## config.mk

```make
export PLATFORM = sky130hd
export DESIGN_NAME = adc_capture_sequencer
export DESIGN_NICKNAME = d
export VERILOG_FILES = /design/src/rtl/adc_capture_sequencer.sv
export SDC_FILE = /design/constraint.sdc
export NUM_CORES = 1
export LEC_CHECK = 0
export CORE_MARGIN = 5
export CORE_UTILIZATION = 25
export CTS_CLUSTER_DIAMETER = 150
export CTS_CLUSTER_SIZE = 28
export DETAILED_ROUTE_END_ITERATION = 10
export GPL_TIMING_DRIVEN = 1
export PLACE_DENSITY_LB_ADDON = 0.3
export SYNTH_ARGS = -nofsm -noshare
export SYNTH_HDL_FRONTEND = slang
export SYNTH_SLANG_ARGS = --single-unit
```

## constraint.sdc

```tcl
create_clock -name clk -period 3.2 [get_ports clk]
set_input_delay 0.32 -clock clk [delete_from_list [all_inputs] [get_ports clk]]
set_output_delay 0.32 -clock clk [all_outputs]
set_load 0.02 [all_outputs]
```

## src/rtl/adc_capture_sequencer.sv

```systemverilog
// rtl/adc_capture_sequencer.sv - triggered pre/post capture of one ADC channel into a circular sample RAM
module adc_capture_sequencer #(
  parameter int DATA_W = 12,
  parameter int ADDR_W = 10,
  parameter int CH_W   = 5
) (
  input  logic              clk,
  input  logic              reset,
  input  logic [2:0]        csr_address,
  input  logic              csr_write,
  input  logic              csr_read,
  input  logic [31:0]       csr_writedata,
  output logic [31:0]       csr_readdata,
  input  logic              snk_valid,
  input  logic [CH_W-1:0]   snk_channel,
  input  logic [DATA_W-1:0] snk_data,
  output logic              mem_we,
  output logic [ADDR_W-1:0] mem_waddr,
  output logic [DATA_W-1:0] mem_wdata,
  output logic              complete
);

  typedef enum logic [2:0] {
    S_IDLE = 3'd0,
    S_PRE  = 3'd1,
    S_WAIT = 3'd2,
    S_POST = 3'd3,
    S_DONE = 3'd4
  } state_t;

  state_t              r_state;
  logic [DATA_W-1:0]   r_level;
  logic [CH_W-1:0]     r_chan;
  logic [ADDR_W-1:0]   r_pre;
  logic [ADDR_W-1:0]   r_post;
  logic                r_l_slope;
  logic [DATA_W-1:0]   r_l_level;
  logic [CH_W-1:0]     r_l_chan;
  logic [ADDR_W-1:0]   r_l_pre;
  logic [ADDR_W-1:0]   r_l_post;
  logic [ADDR_W-1:0]   r_waddr;
  logic [ADDR_W-1:0]   r_trig_addr;
  logic [ADDR_W-1:0]   r_cnt;
  logic [DATA_W-1:0]   r_prev;
  logic                r_prev_valid;
  logic                r_force_pend;
  logic                r_wrapped;

  logic w_ctl_wr, w_arm, w_abort, w_force;
  logic w_qual, w_capturing, w_store, w_waiting;
  logic w_rise, w_fall, w_cross, w_trig;
  logic w_unused_wdata;

  assign w_ctl_wr    = csr_write && (csr_address == 3'd0);
  assign w_arm       = w_ctl_wr && csr_writedata[0];
  assign w_abort     = w_ctl_wr && csr_writedata[1];
  assign w_force     = w_ctl_wr && csr_writedata[3];
  assign w_qual      = snk_valid && (snk_channel == r_l_chan);
  assign w_capturing = (r_state == S_PRE) || (r_state == S_WAIT) || (r_state == S_POST);
  assign w_store     = w_qual && w_capturing;
  // A zero pre-trigger count means the very first sample is already a trigger candidate.
  assign w_waiting   = (r_state == S_WAIT) || ((r_state == S_PRE) && (r_l_pre == '0));
  assign w_rise      = r_prev_valid && (r_prev < r_l_level) && (snk_data >= r_l_level);
  assign w_fall      = r_prev_valid && (r_prev > r_l_level) && (snk_data <= r_l_level);
  assign w_cross     = r_l_slope ? w_fall : w_rise;
  assign w_trig      = w_store && w_waiting && (r_force_pend || w_cross);
  assign w_unused_wdata = ^csr_writedata;

  always_ff @(posedge clk) begin
    if (reset) begin
      r_state      <= S_IDLE;
      r_level      <= '0;
      r_chan       <= '0;
      r_pre        <= '0;
      r_post       <= '0;
      r_l_slope    <= 1'b0;
      r_l_level    <= '0;
      r_l_chan     <= '0;
      r_l_pre      <= '0;
      r_l_post     <= '0;
      r_waddr      <= '0;
      r_trig_addr  <= '0;
      r_cnt        <= '0;
      r_prev       <= '0;
      r_prev_valid <= 1'b0;
      r_force_pend <= 1'b0;
      r_wrapped    <= 1'b0;
      mem_we       <= 1'b0;
      mem_waddr    <= '0;
      mem_wdata    <= '0;
      complete     <= 1'b0;
    end else begin
      mem_we <= 1'b0;
      if (csr_write) begin
        case (csr_address)
          3'd2:    r_level <= csr_writedata[DATA_W-1:0];
          3'd3:    r_chan  <= csr_writedata[CH_W-1:0];
          3'd4:    r_pre   <= csr_writedata[ADDR_W-1:0];
          3'd5:    r_post  <= csr_writedata[ADDR_W-1:0];
          default: ;
        endcase
      end

      if (w_abort) begin
        r_state      <= S_IDLE;
        complete     <= 1'b0;
        r_force_pend <= 1'b0;
      end else if (w_arm && ((r_state == S_IDLE) || (r_state == S_DONE))) begin
        r_l_slope    <= csr_writedata[2];
        r_l_level    <= r_level;
        r_l_chan     <= r_chan;
        r_l_pre      <= r_pre;
        r_l_post     <= r_post;
        r_waddr      <= '0;
        r_wrapped    <= 1'b0;
        r_cnt        <= '0;
        r_prev_valid <= 1'b0;
        r_force_pend <= 1'b0;
        complete     <= 1'b0;
        r_state      <= S_PRE;
      end else begin
        if (w_force && ((r_state == S_PRE) || (r_state == S_WAIT)))
          r_force_pend <= 1'b1;

        if (w_store) begin
          mem_we       <= 1'b1;
          mem_waddr    <= r_waddr;
          mem_wdata    <= snk_data;
          r_waddr      <= r_waddr + 1'b1;
          r_prev       <= snk_data;
          r_prev_valid <= 1'b1;
          if (&r_waddr)
            r_wrapped <= 1'b1;
        end

        case (r_state)
          S_PRE: begin
            if (r_l_pre == '0) begin
              r_state <= S_WAIT;
            end else if (w_store) begin
              if (r_cnt == r_l_pre - 1'b1) begin
                r_state <= S_WAIT;
                r_cnt   <= '0;
              end else begin
                r_cnt <= r_cnt + 1'b1;
              end
            end
          end
          S_POST: begin
            if (w_store) begin
              if (r_cnt == r_l_post - 1'b1) begin
                r_state  <= S_DONE;
                complete <= 1'b1;
              end else begin
                r_cnt <= r_cnt + 1'b1;
              end
            end
          end
          default: ;
        endcase

        // Trigger overrides the PRE->WAIT step when both land on the same sample.
        if (w_trig) begin
          r_trig_addr  <= r_waddr;
          r_force_pend <= 1'b0;
          r_cnt        <= '0;
          if (r_l_post == '0) begin
            r_state  <= S_DONE;
            complete <= 1'b1;
          end else begin
            r_state <= S_POST;
          end
        end
      end
    end
  end

  always_ff @(posedge clk) begin
    if (reset) begin
      csr_readdata <= '0;
    end else if (csr_read) begin
      case (csr_address)
        3'd1:    csr_readdata <= {26'd0, r_wrapped, complete, 1'b0, r_state};
        3'd2:    csr_readdata <= 32'(r_level);
        3'd3:    csr_readdata <= 32'(r_chan);
        3'd4:    csr_readdata <= 32'(r_pre);
        3'd5:    csr_readdata <= 32'(r_post);
        3'd6:    csr_readdata <= 32'(r_trig_addr);
        3'd7:    csr_readdata <= 32'(r_waddr);
        default: csr_readdata <= '0;
      endcase
    end else begin
      csr_readdata <= '0;
    end
  end

endmodule

```

* After elaboration in Yosys (flattened, before gate mapping)
Cells that the tools add are included.
Cells by class: $add $sub $neg 4, multipliers 0, divide/modulo/power cells 0, magnitude comparators 4, eq/ne operators 25, shift-type cells 0, multiplexer cells 32, bitwise logic cells 3, reduce and logical (&&, ||, !) cells 45
Operators with widths (number):
- $mux 10 | 9
- $pmux 12 s7 | 1
- $mux 3 | 7
- $add 10x1->10 const B | 2
- $eq 10x10->1 | 2
- $logic_not 10->1 | 2
- $pmux 10 s2 | 1
- $sub 10x1->10 const B | 2
- $ne 4x3->1 const B | 4
- $eq 3x3->1 const B | 5
- $logic_and 1x1->1 | 15
- $mux 1 | 13
- $eq 3x2->1 const B | 4
- $ge 12x12->1 | 1
- $gt 12x12->1 | 1
- $le 12x12->1 | 1
- $lt 12x12->1 | 1
- $reduce_and 2->1 | 6
- $reduce_and 10->1 | 1
- $reduce_and 5->1 | 2
- $reduce_and 3->1 | 3
- $ne 4x2->1 const B | 2
- $eq 3x1->1 const B | 2
- $logic_not 3->1 | 2
- other kinds (16) | 24
Storage, ports and cells: flip-flop bits (word level) 167, latch bits 0, memory bits (writable) 0, ROM bits 0, bits of input ports 57, output and inout bits 56, logic and storage cells 135, memories kept 0

* Logic depth before layout (Yosys ltp)
Gate-level depths: netlist of run 1.
depth after elaboration 9, gate-level depth with buffers 11

* Least setup slack after synthesis of run 1
Ideal clock, no wire load.
path kind register -> register, start register r_prev[9], end register r_trig_addr[9], library setup time 0.128 ns, arrival time 2.464 ns, data required time 3.072 ns, setup slack 0.609 ns, stages on the path, launching flop included 9, cells stage by stage dfxtp_1 -> ha_1 -> a21o_1 -> a21o_1 -> a2111oi_2 -> o2111a_1 -> buf_2 -> mux2i_1 -> nor2_1
On the way: cells in the longest elaborated chain, start to end 7, elaborated cells between the ends (all ways) 10
RTL lines:
- from (decl) | line 44 | logic [DATA_W-1:0] r_prev;
- from (signal assigned) | line 130 | r_prev <= snk_data;
- $lt 12x12->1 or $gt 12x12->1 (tied branches) | line 63, 64
- $logic_and 1x1->1 (on tied branches) (2 in series) | line 63, 64
- $mux 1 (*) | line 65 | assign w_cross = r_l_slope ? w_fall : w_rise;
- $logic_or 1x1->1 (*) | line 66 | assign w_trig = w_store && w_waiting && (r_force_pend || w_cross);
- $logic_and 1x1->1 (*) | line 66
- $reduce_and 3->1 (no source line) (*)
- to (signal assigned) | line 164 | r_trig_addr <= r_waddr;
- to (decl) | line 42 | logic [ADDR_W-1:0] r_trig_addr;
Every way passes the cells marked *; elsewhere a longest branch is shown, timed or not. A chain may end at the register's enable or synchronous reset.

* Worst setup path after layout of run 1
start register r_l_pre[0], end register r_cnt[4]
On the way: cells in the longest elaborated chain, start to end 8, elaborated cells between the ends (all ways) 19
RTL lines:
- from (decl) | line 39 | logic [ADDR_W-1:0] r_l_pre;
- from (signal assigned) | line 112 | r_l_pre <= r_pre;
- $sub 10x1->10 | line 141 | if (r_cnt == r_l_pre - 1'b1) begin
- $eq 10x10->1 | line 141
- $mux 10 | line 141
- $mux 10 | line 140 | end else if (w_store) begin
- $mux 10 | line 138 | if (r_l_pre == '0) begin
- $pmux 10 s2 | line 136 | case (r_state)
- $mux 10 | line 163 | if (w_trig) begin
- $mux 10 | line 108 | end else if (w_arm && ((r_state == S_IDLE) || (r_state == S_DONE))) begin
- to (signal assigned) | line 145 | r_cnt <= r_cnt + 1'b1;
- to (signal assigned) | line 155 | r_cnt <= r_cnt + 1'b1;
- to (decl) | line 43 | logic [ADDR_W-1:0] r_cnt;
Several ways; a longest one is shown, not always the timed one. The select of a mux whose other input is x is not followed.

==> run_results.csv, run 1 <==
group,metric,value,unit
clock_tree,post_cts_resized,0,
timing,hold_viol_final,0,
pwr,vdd_ir_drop_max,0.000320,V
floorplanning,ios,113,
timing,tightest_slew,0.803,ns
route,drc,0,
clock_tree,htreeDepth,4,
worst_hold_path,min_path_cells,2,
critical_path,ff2ff_setup_slack,0.32,ns
pwr,pwr-share-comb,7.6,%
critical_path,crit_path_max_fanout,8,
clock_tree,clkTransAtPathRegs,0.07,ns
clock_tree,cts_tree,"yes",
pwr,p_leak,3.38,nW
floorplanning,rows,63,
placed_design,port_buffers,72,
timing,slew_violations,0,
route,routed_wl,22.6,mm
critical_path,critPathCaptureType,"flip-flop",
pwr,internal_power,3.19,mW
synthesis,synth_edf_count,0,
critical_path,r2r-start,"r_l_pre[0]$_SDFFE_PP0P_",
route,first_iter_violations,404,
clock_tree,numCtsBuffers,17,
route,dr_wl_met2,9.98,mm
floorplanning,die_w,184,um
pwr,sw_frac_of_total,25.5,%
worst_hold_path,worstHoldStart,"reset",
route,wire_per_inst,16.1,um
route,via_count,6624,
layout,final.fill_count,3169,
grt,overflow,0,
grt,antenna_found_initial,0,
layout,diodes,0,
route,wl_met3,940,um
clock_tree,clk-insertion-delay-late,0.42,ns
critical_path,regToRegEndpoint,"r_cnt[4]$_SDFFE_PP0P_",
synthesis,synth_area,7610,um2
synthesis,yosys.area.top_type,"dfxtp_1",
layout,seqCellArea,2940,um2
grt,grt_max_degree,66,
synthesis,avgSynthCellArea,8.13,um2
critical_path,critical_path_class,"reg2reg",
clock_tree,clock-sinks,147,
worst_hold_path,hold_path_class,"in2reg",
timing,clock.fmax,347,MHz
layout,multi_input_area,4230,um2
layout,stdcell_count,1399,
grt,grt_pass1_wl,35.4,mm
floorplanning,die_height,184,um
synthesis,synth_top_area_share,38.7,%
pwr,p_sw,1.09,mW
route,m1WireLength,11.3,mm
timing,fin_crit_sh,90.0,%
clock_tree,cts_root_buf,"clkbuf_16",
placed_design,dpl_cell_area,8650,um2
placed_design,placed_cells,1367,
run,max_cap_viol_count,0,
synthesis,ys_warn_count,0,
layout,final_nets,1082,
layout,drive_above_1_share,9.81,%
timing,period_needed,2.88,ns
placed_design,hpwl,16.5,mm
floorplanning,die_area,34000,um2
worst_hold_path,whs_endpoint,"r_chan[1]$_SDFFE_PP0P_",
synthesis,ys_seq_area_share,38.7,%
clock_tree,holdBufCountCts,0,
timing,maxSlewHeadroom,46.4,%
critical_path,cp_data_required_time,3.54,ns
grt,first_global_vias,6291,
critical_path,start_kind,"flip-flop",
critical_path,arrival,3.23,ns
floorplanning,start_util,25.5,%
clock_tree,cts.path.max_buffers,2,
outcome,status,"completed",
grt,track_usage,13.3,%
clock_tree,post_cts_buffers,0,
timing,holdWs,0.437,ns
synthesis,synth.area.top_cells,"dfxtp_1 (39%), nand2_1 (11%), a21oi_1 (8.3%)",
pwr,power.density,463,nW/um2
layout,area_growth,21.6,%
route,highest_layer,"met4",
route,dr.pass1.iters,5,
synthesis,synth_top_flop_cell,"dfxtp_1",
timing,rsz0062_at_grt,"no",
layout,final_area,9250,um2
timing,finalClockSkew,0.0108,ns
timing,layout_setup_ws,0.319,ns
route,via_per_inst,4.73,
pwr,pwr-share-clk,47.9,%
critical_path,r2r_cells,10,
synthesis,synthCells,936,
placed_design,gp_congestion,0.813,
route,drt.antenna.violating_nets,0,
floorplanning,core_area,29900,um2
synthesis,async_flop_share,0,%
placed_design,post-place-ws,0.297,ns
timing,final-setup-viol-count,0,
pwr,power,4.28,mW
timing,fin_setup_tns,0,ns
synthesis,synthDistinctLibCells,80,
pwr,power_frac_seq,44.5,%
synthesis,ys_seq_elements,147,
layout,fin_util,31.0,%
[layer usage]
layer	vias up	GRT usage, %
li1	3325	-
met1	3139	18.8
met2	142	20.5
met3	18	2.90
met4	0	3.49
met5	-	0
[registers in the layout, indices dropped and copies added, names as in the netlist, 3 cells and up]
signal / cells
mem_waddr: 10
r_level: 12
r_prev: 12
r_l_level: 12
r_l_pre: 10
r_trig_addr: 10
r_cnt: 10
r_state: 3
r_pre: 10
r_post: 10
r_l_chan: 5
r_l_post: 10
r_waddr: 10
r_chan: 5
csr_readdata: 12
[how the worst max path moves through the flow]
stage                                 start                          end  slack (ns)
finish              r_l_pre[0]$_SDFFE_PP0P_        r_cnt[4]$_SDFFE_PP0P_        0.32
CTS                 r_l_pre[0]$_SDFFE_PP0P_        r_cnt[2]$_SDFFE_PP0P_        0.31
global placement                snk_data[2]        r_cnt[4]$_SDFFE_PP0P_        0.30
detailed placement              snk_data[2]        r_cnt[4]$_SDFFE_PP0P_        0.30
global route        r_l_pre[0]$_SDFFE_PP0P_        r_cnt[2]$_SDFFE_PP0P_        0.10
floorplan            r_prev[9]$_SDFFE_PP0P_  r_trig_addr[9]$_SDFFE_PP0P_        0.61
[final cells by class]
| cell class | instances | share of cell area (%) |
|---|---|---|
| clock buffer | 19 | 4.89 |
| clock inverter | 13 | 1.60 |
| inverter | 30 | 1.22 |
| multi-input combinational | 706 | 45.7 |
| sequential | 147 | 31.8 |
| tap | 390 | 5.27 |
| timing repair buffer | 94 | 9.55 |
[critical path: stages, from the launching register on]
cell and delay [ns]:
dfxtp_1 0.38, inv_1 0.10, ha_1 0.19, nor3b_1 0.65, xnor2_1 0.19, nand2_1 0.07, a31oi_1 0.34, nor3_4 0.11
nor4b_4 0.50, inv_2 0.10, o221ai_1 0.18
[cell families after synthesis]
kind of cell | Yosys count | share of synthesized area, %
xor+xnor | 29 | 3.44
fa+ha+maj | 29 | 4.77
flops | 147 | 38.7
compound gates | 202 | 16.5
buf+inv | 102 | 6.74
other cells | 1 | 0.0493
mux | 33 | 5.72
simple gates | 393 | 24.1
[Yosys cell counts, drive strengths merged (4+ instances only)]
library cell,instances
and2,7
buf,26
nor4,7
nand3b,7
nand2,218
nor2,62
inv,30
ha,29
mux2i,21
dfxtp,147
a21oi,127
xor2,14
nor2b,8
nor3,7
clkbuf,46
or3,4
and3,19
xnor2,15
nand3,28
a31oi,7
o211ai,6
mux2,4
nand4,5
o21ai,21
o221ai,5
mux4,8
and4,4
[layout by cell type, fill, tap and decap left out, types with 20 or more instances in the layout]
master | netlist | routed
a21oi_1 | 126 | 126
buf_4 | 20 | 23
clkdlybuf4s50_1 | 0 | 71
conb_1 | 1 | 20
dfxtp_1 | 147 | 147
ha_1 | 29 | 29
inv_1 | 29 | 29
mux2i_1 | 21 | 21
nand2_1 | 217 | 217
nand3_1 | 28 | 28
nor2_1 | 62 | 61
o21ai_0 | 20 | 20
[power groups by stage]
| stage | clock network (mW) | registers [mW] | logic (mW) |
|---|---|---|---|
| 3_5_place_dp | 0 | 1.95 | 0.325 |
| 2_1_floorplan | 0 | 1.91 | 0.252 |
| 4_1_cts | 2.09 | 1.90 | 0.327 |
| 3_3_place_gp | 0 | 1.95 | 0.322 |
| 6_report | 2.05 | 1.91 | 0.325 |
| 5_1_grt | 2.18 | 1.91 | 0.358 |
Note: power is estimated with default switching activity, not from simulation.
==> run 2, diff against run 1 <==
Settings changed: CAP_MARGIN set to 15, PLACE_DENSITY set to 0.45, PLACE_DENSITY_LB_ADDON 0.3 to not set.
==> run 2 against run 1 <==
  * Critical path depth stayed put
  * Cell area is 0.18% lower
  * Routed wire length is 2.7% higher
  * Largest cell class unchanged
  * Worst hold slack worse by 0.11 ns
==> run_results.csv, run 2 (same netlist as run 1, synthesis figures left out) <==
group,metric,value,unit
outcome,status,"completed",
route,drt.antenna.violating_nets,0,
floorplanning,rows,63,
placed_design,dpl_cell_area,8650,um2
clock_tree,numCtsBuffers,17,
critical_path,start_kind,"flip-flop",
worst_hold_path,whs_endpoint,"r_prev[8]$_SDFFE_PP0P_",
pwr,p_leak,3.36,nW
timing,fin_crit_sh,89.7,%
pwr,vdd_ir_drop_max,0.000317,V
timing,tightest_slew,0.800,ns
critical_path,cp_data_required_time,3.54,ns
layout,diodes,0,
grt,antenna_found_initial,0,
route,wire_per_inst,16.5,um
pwr,p_sw,1.12,mW
critical_path,ff2ff_setup_slack,0.33,ns
placed_design,port_buffers,72,
grt,grt_pass1_wl,36.2,mm
clock_tree,post_cts_buffers,0,
layout,fin_util,30.9,%
critical_path,critical_path_class,"reg2reg",
timing,slew_violations,0,
layout,layout_commonest_cell,"nand2_1",
clock_tree,clock-sinks,147,
grt,grt_max_degree,54,
grt,track_usage,13.7,%
timing,finalClockSkew,0.0118,ns
clock_tree,holdBufCountCts,0,
layout,final_cell_mix,"nand2_1 (217), dfxtp_1 (147), a21oi_1 (126), clkdlybuf4s50_1 (71), nor2_1 (61)",
run,max_cap_viol_count,0,
placed_design,hpwl,16.9,mm
layout,area_growth,21.4,%
critical_path,cp.buffers_inverters,1,
worst_hold_path,hold_path_class,"in2reg",
route,dr.pass1.iters,5,
route,first_iter_violations,368,
timing,period_needed,2.87,ns
critical_path,cp_slowest_cell,"nor3b_1",
layout,final.fill_count,3178,
pwr,power_frac_seq,45.0,%
clock_tree,htreeDepth,4,
critical_path,critPathCaptureType,"flip-flop",
clock_tree,cts_root_buf,"clkbuf_16",
floorplanning,core_area,29900,um2
pwr,power.density,458,nW/um2
pwr,power,4.23,mW
clock_tree,cts.path.max_buffers,2,
route,m1WireLength,11.5,mm
critical_path,cp_top_family,"compound AO/OA/AOI/OAI gates",
clock_tree,cts_tree,"yes",
timing,rsz0062_at_grt,"no",
route,via_per_inst,4.69,
floorplanning,start_util,25.5,%
critical_path,arrival,3.20,ns
clock_tree,post_cts_resized,0,
layout,drive_above_1_share,9.81,%
critical_path,r2r_cells,10,
timing,hold_viol_final,0,
layout,final_area,9240,um2
clock_tree,clk-insertion-delay-late,0.43,ns
critical_path,slowest_delay,0.62,ns
timing,maxSlewHeadroom,46.5,%
timing,clock.fmax,349,MHz
timing,final-setup-viol-count,0,
timing,fin_setup_tns,0,ns
route,dr_wl_met2,10.2,mm
route,via_count,6567,
grt,overflow,0,
pwr,sw_frac_of_total,26.6,%
floorplanning,die_area,34000,um2
route,highest_layer,"met4",
pwr,pwr-share-comb,7.8,%
layout,final_nets,1082,
pwr,pwr-share-clk,47.2,%
route,drc,0,
critical_path,path_cells,"inv_1 -> ha_1 -> nor3b_1 -> xnor2_1 -> nand2_1 -> a31oi_1 -> nor3_4 -> a311oi_4 -> nand2_4 -> o311ai_2",
timing,holdWs,0.328,ns
critical_path,r2r-start,"r_l_pre[0]$_SDFFE_PP0P_",
pwr,internal_power,3.11,mW
worst_hold_path,worstHoldStart,"reset",
grt,first_global_vias,6356,
floorplanning,ios,113,
clock_tree,clkTransAtPathRegs,0.07,ns
critical_path,regToRegEndpoint,"r_cnt[2]$_SDFFE_PP0P_",
floorplanning,die_w,184,um
route,wl_met3,857,um
placed_design,gp_congestion,0.790,
route,routed_wl,23.2,mm
floorplanning,die_height,184,um
critical_path,crit_cells,10,
critical_path,crit_path_max_fanout,6,
worst_hold_path,min_path_cells,2,
run 2: power by group through the flow:
stage | Clock [mW] | Sequential, mW | Combinational [mW]
after detailed placement | 0 | 1.95 | 0.328
after global routing | 2.14 | 1.91 | 0.361
after floorplan | 0 | 1.91 | 0.252
final | 2.00 | 1.90 | 0.328
after global placement | 0 | 1.95 | 0.327
after CTS | 2.06 | 1.90 | 0.330
run 2: through the flow:
stage / worst slack, ns / instances
6_report: 0.331 / 1399
5_1_grt: 0.0734 / 1399
3_5_place_dp: 0.248 / 1367
3_3_place_gp: 0.283 / 1367
2_1_floorplan: 0.609 / 955
4_1_cts: 0.310 / 1399
run 2: layer usage:
metal  track usage (%)  vias up
li1                  -     3316
met1              19.3     3091
met2              20.7      131
met3              2.90       29
met4              4.79        0
met5                 0        -
run 2: how the worst max path moves through the flow:
| stage | start | to | slack, ns |
|---|---|---|---|
| 2_1_floorplan | r_prev[9]$_SDFFE_PP0P_ | r_trig_addr[9]$_SDFFE_PP0P_ | 0.61 |
| 3_3_place_gp | snk_data[2] | r_trig_addr[5]$_SDFFE_PP0P_ | 0.28 |
| 3_5_place_dp | snk_data[2] | r_trig_addr[1]$_SDFFE_PP0P_ | 0.25 |
| 4_1_cts | r_l_pre[0]$_SDFFE_PP0P_ | r_cnt[2]$_SDFFE_PP0P_ | 0.31 |
| 5_1_grt | r_l_pre[0]$_SDFFE_PP0P_ | r_cnt[4]$_SDFFE_PP0P_ | 0.07 |
| 6_report | r_l_pre[0]$_SDFFE_PP0P_ | r_cnt[2]$_SDFFE_PP0P_ | 0.33 |
run 2: cell type report:
cell class	instances	area, um2	share of cell area [%]
Multi-Input combinational cell	706	4230	45.8
Sequential cell	147	2940	31.9
Timing Repair Buffer	94	883	9.56
Tap cell	390	488	5.28
Clock buffer	18	439	4.75
Clock inverter	14	145	1.57
Inverter	30	113	1.22
==> run 3, diff against run 2 <==
Settings changed: TNS_END_PERCENT set to 5.
==> results of run 3 <==
Same layout as run 2: the final DEF is identical, and so are final timing and power.
